==> src/rtl/lfsr_sample_buffer.sv <==
// Steps an external LFSR only when FIFO space is reserved and buffers the words on a valid/ready stream.
// Optional LFSR period monitor: define LFSR_SAMPLE_BUF_PERIOD_EN.
module lfsr_sample_buffer #(
  parameter int NUM_BITS = 16,
  parameter int DEPTH    = 8,
  parameter int CNT_BITS = 16
) (
  input  logic                     i_Clk,
  input  logic                     i_Rst,
  input  logic                     i_Start,
  input  logic [CNT_BITS-1:0]      i_Num_Samples,
  input  logic [NUM_BITS-1:0]      i_LFSR_Data,
  input  logic                     i_LFSR_Done,
  output logic                     o_LFSR_Enable,
  output logic [NUM_BITS-1:0]      o_Data,
  output logic                     o_Valid,
  input  logic                     i_Ready,
  output logic [$clog2(DEPTH):0]   o_Level,
  output logic                     o_Busy,
  output logic                     o_Done,
  output logic [NUM_BITS-1:0]      o_Period,
  output logic                     o_Period_Valid
);

  localparam int PTR_W = $clog2(DEPTH);
  localparam int LVL_W = PTR_W + 1;

  typedef enum logic [1:0] {S_IDLE, S_RUN, S_DRAIN} state_t;

  state_t              state_reg, state_next;
  logic [CNT_BITS-1:0] remaining_reg;
  logic                pend_reg;
  logic                done_reg;
  logic [PTR_W-1:0]    wr_ptr_reg, rd_ptr_reg;
  logic [LVL_W-1:0]    level_reg;
  logic [NUM_BITS-1:0] mem [DEPTH];

  logic                start_acc;
  logic                lfsr_step;
  logic                push;
  logic                pop;
  logic [LVL_W:0]      reserved;

  assign start_acc = (state_reg == S_IDLE) && i_Start;
  // A step in flight (pend) already owns a slot, so count it against free space.
  assign reserved  = {1'b0, level_reg} + {{LVL_W{1'b0}}, pend_reg};
  assign lfsr_step = (state_reg == S_RUN) && (remaining_reg != '0)
                     && (reserved < (LVL_W+1)'(DEPTH));
  assign push      = pend_reg;
  assign pop       = (level_reg != '0) && i_Ready;

  always_ff @(posedge i_Clk or posedge i_Rst) begin
    if (i_Rst) state_reg <= S_IDLE;
    else       state_reg <= state_next;
  end

  always_comb begin
    state_next = state_reg;
    case (state_reg)
      S_IDLE:  if (i_Start && (i_Num_Samples != '0)) state_next = S_RUN;
      S_RUN:   if ((remaining_reg == '0) && !pend_reg) state_next = S_DRAIN;
      S_DRAIN: if (level_reg == '0) state_next = S_IDLE;
      default: state_next = S_IDLE;
    endcase
  end

  always_comb begin
    o_Busy        = (state_reg != S_IDLE);
    o_LFSR_Enable = lfsr_step;
    o_Valid       = (level_reg != '0);
    o_Level       = level_reg;
    o_Done        = done_reg;
    o_Data        = o_Valid ? mem[rd_ptr_reg] : '0;
  end

  always_ff @(posedge i_Clk or posedge i_Rst) begin
    if (i_Rst) begin
      remaining_reg <= '0;
      pend_reg      <= 1'b0;
      done_reg      <= 1'b0;
      wr_ptr_reg    <= '0;
      rd_ptr_reg    <= '0;
      level_reg     <= '0;
    end else begin
      pend_reg <= lfsr_step;
      done_reg <= (start_acc && (i_Num_Samples == '0))
                  || ((state_reg == S_DRAIN) && (level_reg == '0));
      if (start_acc)      remaining_reg <= i_Num_Samples;
      else if (lfsr_step) remaining_reg <= remaining_reg - 1'b1;
      if (push) wr_ptr_reg <= wr_ptr_reg + 1'b1;
      if (pop)  rd_ptr_reg <= rd_ptr_reg + 1'b1;
      case ({push, pop})
        2'b10:   level_reg <= level_reg + 1'b1;
        2'b01:   level_reg <= level_reg - 1'b1;
        default: level_reg <= level_reg;
      endcase
    end
  end

  always_ff @(posedge i_Clk) begin
    if (push) mem[wr_ptr_reg] <= i_LFSR_Data;
  end

`ifdef LFSR_SAMPLE_BUF_PERIOD_EN
  logic [NUM_BITS-1:0] step_cnt_reg;
  logic [NUM_BITS-1:0] period_reg;
  logic                period_valid_reg;
  logic                seen_done_reg;

  // The first done after a start only aligns the counter; later dones report a period.
  always_ff @(posedge i_Clk or posedge i_Rst) begin
    if (i_Rst) begin
      step_cnt_reg     <= '0;
      period_reg       <= '0;
      period_valid_reg <= 1'b0;
      seen_done_reg    <= 1'b0;
    end else if (start_acc) begin
      step_cnt_reg     <= '0;
      period_reg       <= '0;
      period_valid_reg <= 1'b0;
      seen_done_reg    <= 1'b0;
    end else if (pend_reg) begin
      if (i_LFSR_Done) begin
        step_cnt_reg  <= '0;
        seen_done_reg <= 1'b1;
        if (seen_done_reg) begin
          period_reg       <= step_cnt_reg + 1'b1;
          period_valid_reg <= 1'b1;
        end
      end else if (step_cnt_reg != '1) begin
        step_cnt_reg <= step_cnt_reg + 1'b1;
      end
    end
  end

  assign o_Period       = period_reg;
  assign o_Period_Valid = period_valid_reg;
`else
  logic unused_done;
  assign unused_done    = i_LFSR_Done;
  assign o_Period       = '0;
  assign o_Period_Valid = 1'b0;
`endif

endmodule

==> config.mk <==
export PLATFORM = sky130hd
export DESIGN_NAME = lfsr_sample_buffer
export DESIGN_NICKNAME = d
export VERILOG_FILES = /design/src/rtl/lfsr_sample_buffer.sv
export SDC_FILE = /design/constraint.sdc
export NUM_CORES = 1
export LEC_CHECK = 0
export CAP_MARGIN = 10
export CORE_MARGIN = 2
export CORE_UTILIZATION = 57
export CTS_CLUSTER_DIAMETER = 60
export DETAILED_ROUTE_END_ITERATION = 8
export DONT_BUFFER_PORTS = 1
export HOLD_SLACK_MARGIN = 0.15
export MAX_ROUTING_LAYER = met4
export PLACE_DENSITY_LB_ADDON = 0.25
export SETUP_SLACK_MARGIN = 0.4
export SYNTH_ARGS = -nofsm -noshare
export SYNTH_HDL_FRONTEND = slang
export SYNTH_SLANG_ARGS = --single-unit
export TNS_END_PERCENT = 20
==> constraint.sdc <==
create_clock -name i_Clk -period 2.7 [get_ports i_Clk]
set_input_delay 0.54 -clock i_Clk [delete_from_list [all_inputs] [get_ports i_Clk]]
set_output_delay 0.54 -clock i_Clk [all_outputs]
set_load 0.005 [all_outputs]
==> flow_summary.yaml, run 1 <==
logic_synthesis:
  avgSynthCellArea_um2: 16.4
  netlist_instances: 410
  synthesis.area_mm2: 0.00673
  yosys_register_bits: 158
  ys_seq_area_share_pct: 68.3
  synth_area_leader_cell: "edfxtp_1"
  synthArstFlopShare_pct: 19.0
  synthTopCellsByCount: "edfxtp_1, nor2_1, mux4_2, dfrtp_1, buf_4"
  ys_warn_count: 0
  synth-edff-count: 128
  synthFlopType: "edfxtp_1"
  synth.distinct_cells: 48
  synth.area.top_cells: "edfxtp_1, dfrtp_1, mux4_2"
  synth.most_common_cell: "edfxtp_1"
  synth_top_area_share_pct: 57.1
cells_and_area:
  nFillCells: 774
  multi_input_comb_area_mm2: 0.00204
  finalNetCount: 494
  regArea_mm2: 0.00460
  largest_register_ff_count: 128
  diodes: 0
  fin_area_mm2: 0.00778
  area_growth_pct: 15.7
  drive_above_1_share_pct: 28.7
min_path:
  hold_path_class: "primary input to async pin"
worst_setup_path:
  worstPathRequired_ns: 2.16
  r2r-end: "remaining_reg[15]$_DFFE_PP0P_"
  worst-path-max-fanout: 7
  crit_path_start: "remaining_reg[10]$_DFFE_PP0P_"
  slowest_delay_ns: 0.60
  endpoint_kind: "output pin"
  cp.arrival_ns: 2.10
  crit_buf_inv: 1
  path_delay_family: "simple AND/OR/NAND/NOR gates"
  worstPathCellList: "or4_4, or4_4, nand2_8, inv_6"
  reg2regPathDepth: 6
  cpMaxStageDelayCell: "or4_4"
  start_kind: "register"
  crit_type: "register to output pin"
  cp_common_cell: "or4_4"
  r2r_start: "remaining_reg[0]$_DFFE_PP0P_"
  timing.reg2reg.setup_slack_ns: 0.12
placed_design:
  postPlaceCellArea_mm2: 0.00696
  portBuffers: 0
  dpl.hpwl_mm: 7.95
  gp_congestion: 0.839
power_and_ir_drop:
  ir_worst_vdd_mv: 0.806
  power_density_mw_per_mm2: 1130
  p_leak_nw: 2.74
floorplanning:
  start_util_pct: 58.7
  die_area_mm2: 0.0127
  coreArea_mm2: 0.0115
  ioPinCount: 78
  rows: 39
  fp.dieW_um: 113
  die_h_um: 113
route:
  drt-total-wl_mm: 13.3
  drc: 0
  drtIter0Drc: 361
  wl_met1_mm: 5.27
  route.met2.wl_mm: 6.92
  first_pass_iters: 5
  dr_wl_met3_um: 895
  final_antenna_net_count: 0
  wire_per_inst_um: 21.9
  vias: 3711
  dr.max_layer_used: "met4"
  via_per_inst: 6.11
sta:
  clock_skew_ns: 0.0115
  setup_viol: 0
  slew-limit-headroom_pct: 42.8
  slew_violations: 0
  hold_viol: 0
  post-route-min-period_ns: 2.64
  clock.fmax_mhz: 379
  worstMarginPinSlew_ns: 0.857
  whs_ns: 0.188
  rsz0062_at_grt: "yes"
  fin_crit_sh_pct: 97.7
  finalSetupTns_ns: 0
global_route:
  globalRouteOverflowTotal: 0
  grt_first_pass_wirelength_mm: 20.4
  grt_pass1_vias: 3788
  gr-usage-all-layers_pct: 22.5
  antenna_found_initial: 0
  grt_max_degree: 35
clock_network:
  htree_levels: 4
  ctsHoldBuffers: 0
  cts-root-buf: "clkbuf_16"
  cts_tree: "done"
  cts_num_sinks: 158
  cts_buffers: 17
  insertion_delay_ns: 0.42
  clockBufferDepth: 2
  clkTransAtPathRegs_ns: 0.06
run:
  max_cap_viol_count: 0
outcome:
  status: "complete, no violations"
[per-stage QoR]
stage / setup slack (ns) / instances / power (mW) / utilization (%)
global placement: 0.268 / 553 / 6.11 / 60.7
floorplan: 0.301 / 426 / 5.51 / -
detailed placement: 0.230 / 553 / 6.23 / 60.7
finish: 0.0612 / 607 / 8.83 / 67.9
global route: 0.00966 / 607 / 9.28 / 67.9
CTS: 0.0806 / 598 / 8.69 / 66.8
[metal layers]
metal,vias up,global-route usage [%]
li1,1657,-
met1,1891,27.5
met2,146,36.2
met3,17,7.51
met4,0,6.26
met5,-,-
[how the worst max path moves through the flow]
stage | slack [ns] | endpoint | depth (start not counted)
6_report | 0.06 | o_LFSR_Enable | 4
5_1_grt | 0.01 | o_LFSR_Enable | 6
4_1_cts | 0.08 | o_LFSR_Enable | 4
3_5_place_dp | 0.23 | remaining_reg[15]$_DFFE_PP0P_ | 5
3_3_place_gp | 0.27 | remaining_reg[13]$_DFFE_PP0P_ | 6
2_1_floorplan | 0.30 | o_Level[2]$_DFFE_PP0P_ | 11
[cell usage in the layout, fill, tap and decap left out, drive strengths merged, types with 3 or more instances in the layout]
cell type | synthesis | final
a21oi | 7 | 7
a221o | 7 | 7
buf | 24 | 39
clkbuf | 10 | 20
clkinv | 0 | 5
clkinvlp | 0 | 3
conb | 1 | 17
dfrtp | 30 | 30
edfxtp | 128 | 128
ha | 6 | 6
inv | 10 | 13
mux2 | 3 | 3
mux2i | 17 | 17
mux4 | 32 | 32
nand2 | 17 | 17
nand2b | 4 | 4
nand3 | 4 | 4
nand3b | 3 | 3
nor2 | 37 | 37
nor3 | 9 | 9
nor3b | 3 | 3
nor4 | 9 | 9
o21ai | 8 | 8
o22ai | 3 | 3
o311ai | 3 | 3
or4 | 8 | 8
xnor2 | 5 | 5
xor2 | 5 | 5
[logic make-up (layout without fill, tap and decap cells)]
logic type	after synthesis	after routing	synth area share (%)
buffers and inverters	44	82	3.46
other	1	17	0.0558
XOR/XNOR	10	10	1.30
flip-flops	158	158	68.3
adder cells (fa/ha/maj)	6	6	1.12
AO/OA/AOI/OAI	34	34	3.61
multiplexers	52	52	13.7
AND/OR/NAND/NOR	105	105	8.41
[what timing repair did]
| action | in CTS | in global routing |
|---|---|---|
| gates cloned | 0 | 0 |
| endpoints found under the setup margin | 24 | 30 |
| buffers inserted | 13 | 9 |
| gates resized for setup | 9 | 14 |
| pin swaps | 4 | 2 |
[power breakdown]
group	switching (mW)	internal, mW
clock network	0.923	1.36
registers	0.327	3.23
logic	1.53	1.47
[cell type report]
| class | count | area share [%] |
|---|---|---|
| Clock inverter | 13 | 1.75 |
| Inverter | 10 | 0.546 |
| Multi-Input combinational cell | 224 | 26.1 |
| Timing Repair Buffer | 40 | 4.56 |
| Clock buffer | 19 | 5.56 |
| Tap cell | 143 | 2.30 |
| Sequential cell | 158 | 59.1 |
Power figures use the tool's default switching activity.
==> inputs of run 2 (changes only) <==
- ABC_AREA: not set -> 0
- PLACE_DENSITY: not set -> 0.82
- PLACE_DENSITY_LB_ADDON: 0.25 -> not set
==> flow_summary.yaml, run 2 (synthesis gave the netlist of run 1 again) <==
worst_setup_path:
  reg2regPathDepth: 6
  cpMaxStageDelayCell: "or4_4"
  worstSetupEndpoint: "o_LFSR_Enable"
  crit_path_start: "remaining_reg[4]$_DFFE_PP0P_"
  worstPathCellList: "or4_4, or4_4, nand2_8, inv_8"
  cp.arrival_ns: 2.14
  crit_buf_inv: 1
  r2r_start: "remaining_reg[0]$_DFFE_PP0P_"
  path_delay_family: "simple AND/OR/NAND/NOR gates"
  slowest_delay_ns: 0.60
  start_kind: "register"
  crit_cells: 4
  worst-path-max-fanout: 8
  timing.reg2reg.setup_slack_ns: 0.07
  crit_type: "register to output pin"
  r2r-end: "remaining_reg[15]$_DFFE_PP0P_"
  cp_common_cell: "or4_4"
  endpoint_kind: "output pin"
  worstPathRequired_ns: 2.16
cells_and_area:
  drive_above_1_share_pct: 29.1
  fin_area_mm2: 0.00781
  mostFrequentLayoutCells: "edfxtp_1, nor2_1, mux4_2, dfrtp_1, buf_4"
  post-route-util_pct: 68.1
  finalNetCount: 485
  diodes: 0
  largest_register_ff_count: 128
  layout_commonest_cell: "edfxtp_1"
  area_growth_pct: 16.1
floorplanning:
  rows: 39
  die_h_um: 113
  die_area_mm2: 0.0127
  start_util_pct: 58.7
  fp.dieW_um: 113
  coreArea_mm2: 0.0115
  ioPinCount: 78
sta:
  slew-limit-headroom_pct: 40.4
  clock.fmax_mhz: 374
  rsz0062_at_grt: "yes"
  hold_viol: 0
  setup_viol: 0
  whs_ns: 0.203
  fin_crit_sh_pct: 99.1
  worstMarginPinSlew_ns: 0.892
  clock_skew_ns: 0.00802
  slew_violations: 0
  post-route-min-period_ns: 2.68
clock_network:
  cts_num_sinks: 158
  insertion_delay_ns: 0.42
  cts_tree: "done"
  cts_buffers: 17
  cts-root-buf: "clkbuf_16"
  clockBufferDepth: 2
  clkTransAtPathRegs_ns: 0.06
  ctsHoldBuffers: 0
  htree_levels: 4
placed_design:
  gp_congestion: 0.906
  dpl.hpwl_mm: 7.93
  portBuffers: 0
  postPlaceCellArea_mm2: 0.00693
route:
  drtIter0Drc: 365
  via_per_inst: 6.43
  final_antenna_net_count: 0
  drt-total-wl_mm: 14.5
  wire_per_inst_um: 24.4
  first_pass_iters: 4
  drc: 0
  vias: 3840
run:
  max_cap_viol_count: 0
global_route:
  globalRouteOverflowTotal: 0
  grt_pass1_vias: 3885
  grt_max_degree: 35
  grt_first_pass_wirelength_mm: 21.5
  gr-usage-all-layers_pct: 24.0
  antenna_found_initial: 0
min_path:
  hold_path_class: "primary input to async pin"
outcome:
  status: "complete, no violations"
power_and_ir_drop:
  power_density_mw_per_mm2: 1160
  ir_worst_vdd_mv: 0.861
  p_leak_nw: 2.74
run 2: changes by cell type in the layout (fill, tap and decap cells not counted), moves of 2 or more:
cell / previous run / this run
buf_4: 33 / 21
inv_8: 0 / 3
nor2_1: 37 / 34
nor2_2: 0 / 3
o21ai_0: 8 / 5
buf_12: 4 / 2
buf_16: 0 / 2
buf_6: 2 / 4
clkbuf_1: 2 / 0
clkbuf_16: 17 / 19
clkinvlp_4: 3 / 1
dfrtp_2: 4 / 6
o21ai_1: 0 / 2
run 2: layer usage:
| metal | global-route usage, % | routed length [µm] | vias up |
|---|---|---|---|
| met1 | 30.1 | 5610 | 1974 |
| met4 | 7.40 | 252 | 0 |
| met2 | 38.7 | 7550 | 199 |
| li1 | - | - | 1640 |
| met3 | 6.70 | 1130 | 27 |
| met5 | - | 0 | - |
run 2: layout make-up:
class / instances / area (µm²)
Sequential cell: 158 / 4600
Fill cell: 709 / 3660
Multi-Input combinational cell: 224 / 2060
Clock buffer: 17 / 425
Timing Repair Buffer: 31 / 348
Tap cell: 143 / 179
Clock inverter: 14 / 156
Inverter: 10 / 45.0
run 2: worst min path at each step:
stage,endpoint,start
4_1_cts,mem[7][12]$_DFFE_PP_,i_LFSR_Data[12]
3_3_place_gp,wr_ptr_reg[0]$_DFFE_PP0P_,wr_ptr_reg[0]$_DFFE_PP0P_
6_report,rd_ptr_reg[1]$_DFFE_PP0N_,i_Rst
5_1_grt,mem[2][14]$_DFFE_PP_,i_LFSR_Data[14]
2_1_floorplan,wr_ptr_reg[0]$_DFFE_PP0P_,wr_ptr_reg[0]$_DFFE_PP0P_
3_5_place_dp,wr_ptr_reg[0]$_DFFE_PP0P_,wr_ptr_reg[0]$_DFFE_PP0P_
run 2: power breakdown:
part / leakage [nW] / switching [mW] / internal (mW)
sequential: 1.51 / 0.329 / 3.22
combinational: 0.939 / 1.66 / 1.50
clock: 0.286 / 0.969 / 1.38
run 2: through the flow:
| step | TNS [ns] | total power [mW] | cells | setup slack [ns] |
|---|---|---|---|---|
| after floorplan | 0 | 5.51 | 426 | 0.301 |
| after global placement | 0 | 6.06 | 550 | 0.272 |
| after detailed placement | 0 | 6.20 | 550 | 0.242 |
| after CTS | -0.00299 | 8.81 | 588 | -0.00299 |
| after global routing | -0.0326 | 9.47 | 597 | -0.0326 |
| final | 0 | 9.07 | 597 | 0.0233 |
run 2: repair_timing:
action                     4_1_cts  5_1_grt
pin swaps                       20       26
buffers inserted                 5        7
setup endpoints to repair       25       33
resized for setup               11       22
cloned                           2        2
==> inputs of run 3 (changes only) <==
- CORE_UTILIZATION: 57 -> 60
- PLACE_DENSITY: 0.82 -> 0.83
- RECOVER_POWER: not set -> 50
- clock period: 2.7 -> 3.12 ns (I/O delays scaled with it)
==> flow_summary.yaml, run 3 (synthesis gave the netlist of run 1 again) <==
worst_setup_path:
  cp.arrival_ns: 2.26
  worst-path-max-fanout: 7
  reg2regPathDepth: 11
  r2r_start: "o_Level[0]$_DFFE_PP0P_"
  cpMaxStageDelayCell: "or4_4"
  endpoint_kind: "output pin"
  worstSetupEndpoint: "o_LFSR_Enable"
  r2r-end: "o_Level[2]$_DFFE_PP0P_"
  crit_type: "register to output pin"
  crit_path_start: "remaining_reg[4]$_DFFE_PP0P_"
  cp_common_cell: "or4_4"
  start_kind: "register"
  worstPathRequired_ns: 2.50
  worstPathCellList: "or4_4, or4_4, nand2_4, inv_4"
  slowest_delay_ns: 0.58
  timing.reg2reg.setup_slack_ns: 0.50
floorplanning:
  ioPinCount: 78
  fp.dieW_um: 110
  rows: 38
  start_util_pct: 61.8
  die_area_mm2: 0.0121
  coreArea_mm2: 0.0109
  die_h_um: 110
clock_network:
  clkTransAtPathRegs_ns: 0.07
  cts_buffers: 17
  cts-root-buf: "clkbuf_8"
  insertion_delay_ns: 0.55
  htree_levels: 4
  cts_tree: "done"
  clockBufferDepth: 2
  cts_num_sinks: 158
global_route:
  globalRouteOverflowTotal: 0
  met3_usage_pct: 8.06
  gr-usage-all-layers_pct: 24.9
  grt_first_pass_wirelength_mm: 20.3
  grt_max_degree: 35
  grt_pass1_vias: 3706
  globalRouteMet1Util_pct: 31.4
  busiest_layer: "met2"
  antenna_found_initial: 1
  use_met2_pct: 38.2
sta:
  slew_violations: 0
  hold_viol: 0
  post-route-min-period_ns: 2.88
  whs_ns: 0.204
  clock_skew_ns: 0.0108
  worstMarginPinSlew_ns: 1.18
  setup_viol: 0
  finalSetupTns_ns: 0
  fin_crit_sh_pct: 92.3
  clock.fmax_mhz: 347
  rsz0062_at_grt: "yes"
  slew-limit-headroom_pct: 21.2
route:
  drt-total-wl_mm: 13.5
  final_antenna_net_count: 0
  wire_per_inst_um: 22.2
  via_per_inst: 6.31
  drc: 0
  vias: 3840
  first_pass_iters: 7
  drtIter0Drc: 407
cells_and_area:
  regArea_mm2: 0.00460
  nFillCells: 642
  mostFrequentLayoutCells: "edfxtp_1, nor2_1, mux4_2, dfrtp_1, buf_4"
  largest_register_ff_count: 128
  drive_above_1_share_pct: 23.1
  multi_input_comb_area_mm2: 0.00197
  layout_commonest_cell: "edfxtp_1"
  finalNetCount: 498
  area_growth_pct: 16.3
power_and_ir_drop:
  ir_worst_vdd_mv: 0.855
  p_seq_share_pct: 40.2
  power_frac_clock_pct: 28.9
  sw_frac_of_total_pct: 31.7
  power_switching_mw: 2.43
  pwr-share-comb_pct: 31.0
  power.internal_mw: 5.23
  p_leak_nw: 2.76
  power_density_mw_per_mm2: 978
run:
  max_cap_viol_count: 0
placed_design:
  portBuffers: 0
  gp_congestion: 0.866
  dpl.hpwl_mm: 7.89
min_path:
  hold_path_class: "primary input to register"
outcome:
  status: "complete, no violations"
-- run 3: power groups by stage --
stage	logic, mW	clock network, mW	registers (mW)
finish	2.37	2.21	3.08
global route	2.58	2.32	3.12
CTS	2.32	2.24	3.08
detailed placement	2.18	0	3.13
global placement	2.12	0	3.10
floorplan	1.73	0	2.99
-- run 3: cell type report --
cell class,count,share of cell area [%]
diodes,1,0.0320
clock buffers,17,5.29
clock inverters,15,2.88
inverters,10,0.512
multi-input cells,224,25.2
flip-flops and latches,158,58.8
well taps,140,2.24
repair buffers,44,5.10
-- run 3: repair_timing --
| item | in CTS | in global routing |
|---|---|---|
| pin swaps | 2 | 0 |
| endpoints found under the hold margin | 148 | 0 |
| gates resized for setup | 5 | 3 |
| hold buffers | 17 | 0 |
| setup endpoints to repair | 7 | 12 |
| buffers inserted | 6 | 4 |
-- run 3: per-layer routing --
layer  up-vias  wire (µm)  part of all wire (%)
met5         -          0                     0
met4         0        298                   2.2
met3        31       1140                   8.5
met2       194       6790                    50
met1      1943       5260                    39
li1       1672          -                     -
-- run 3: worst max-delay path, delay by kind of cell, from the launching register on --
kind / cells / cell delay (ns)
buffers and inverters: 1 / 0.06
DFF: 1 / 0.43
and+or+nand+nor: 3 / 1.21
-- run 3: per-stage QoR --
step	power, mW	worst slack [ns]	util, %	instances	cell area, µm²
finish	7.66	0.240	71.9	609	7830
detailed placement	5.31	0.485	63.6	549	6930
CTS	7.64	0.250	71.6	604	7790
global placement	5.22	0.524	63.6	549	6930
floorplan	4.72	0.472	-	426	6790
global route	8.02	0.206	71.9	609	7830
-- run 3: worst min path at each step --
stage,startpoint,endpoint,depth (start not counted)
finish,i_Num_Samples[9],remaining_reg[9]$_DFFE_PP0P_,2
global route,i_Num_Samples[11],remaining_reg[11]$_DFFE_PP0P_,2
CTS,i_Num_Samples[9],remaining_reg[9]$_DFFE_PP0P_,2
detailed placement,wr_ptr_reg[0]$_DFFE_PP0P_,wr_ptr_reg[0]$_DFFE_PP0P_,1
global placement,wr_ptr_reg[0]$_DFFE_PP0P_,wr_ptr_reg[0]$_DFFE_PP0P_,1
floorplan,wr_ptr_reg[0]$_DFFE_PP0P_,wr_ptr_reg[0]$_DFFE_PP0P_,1
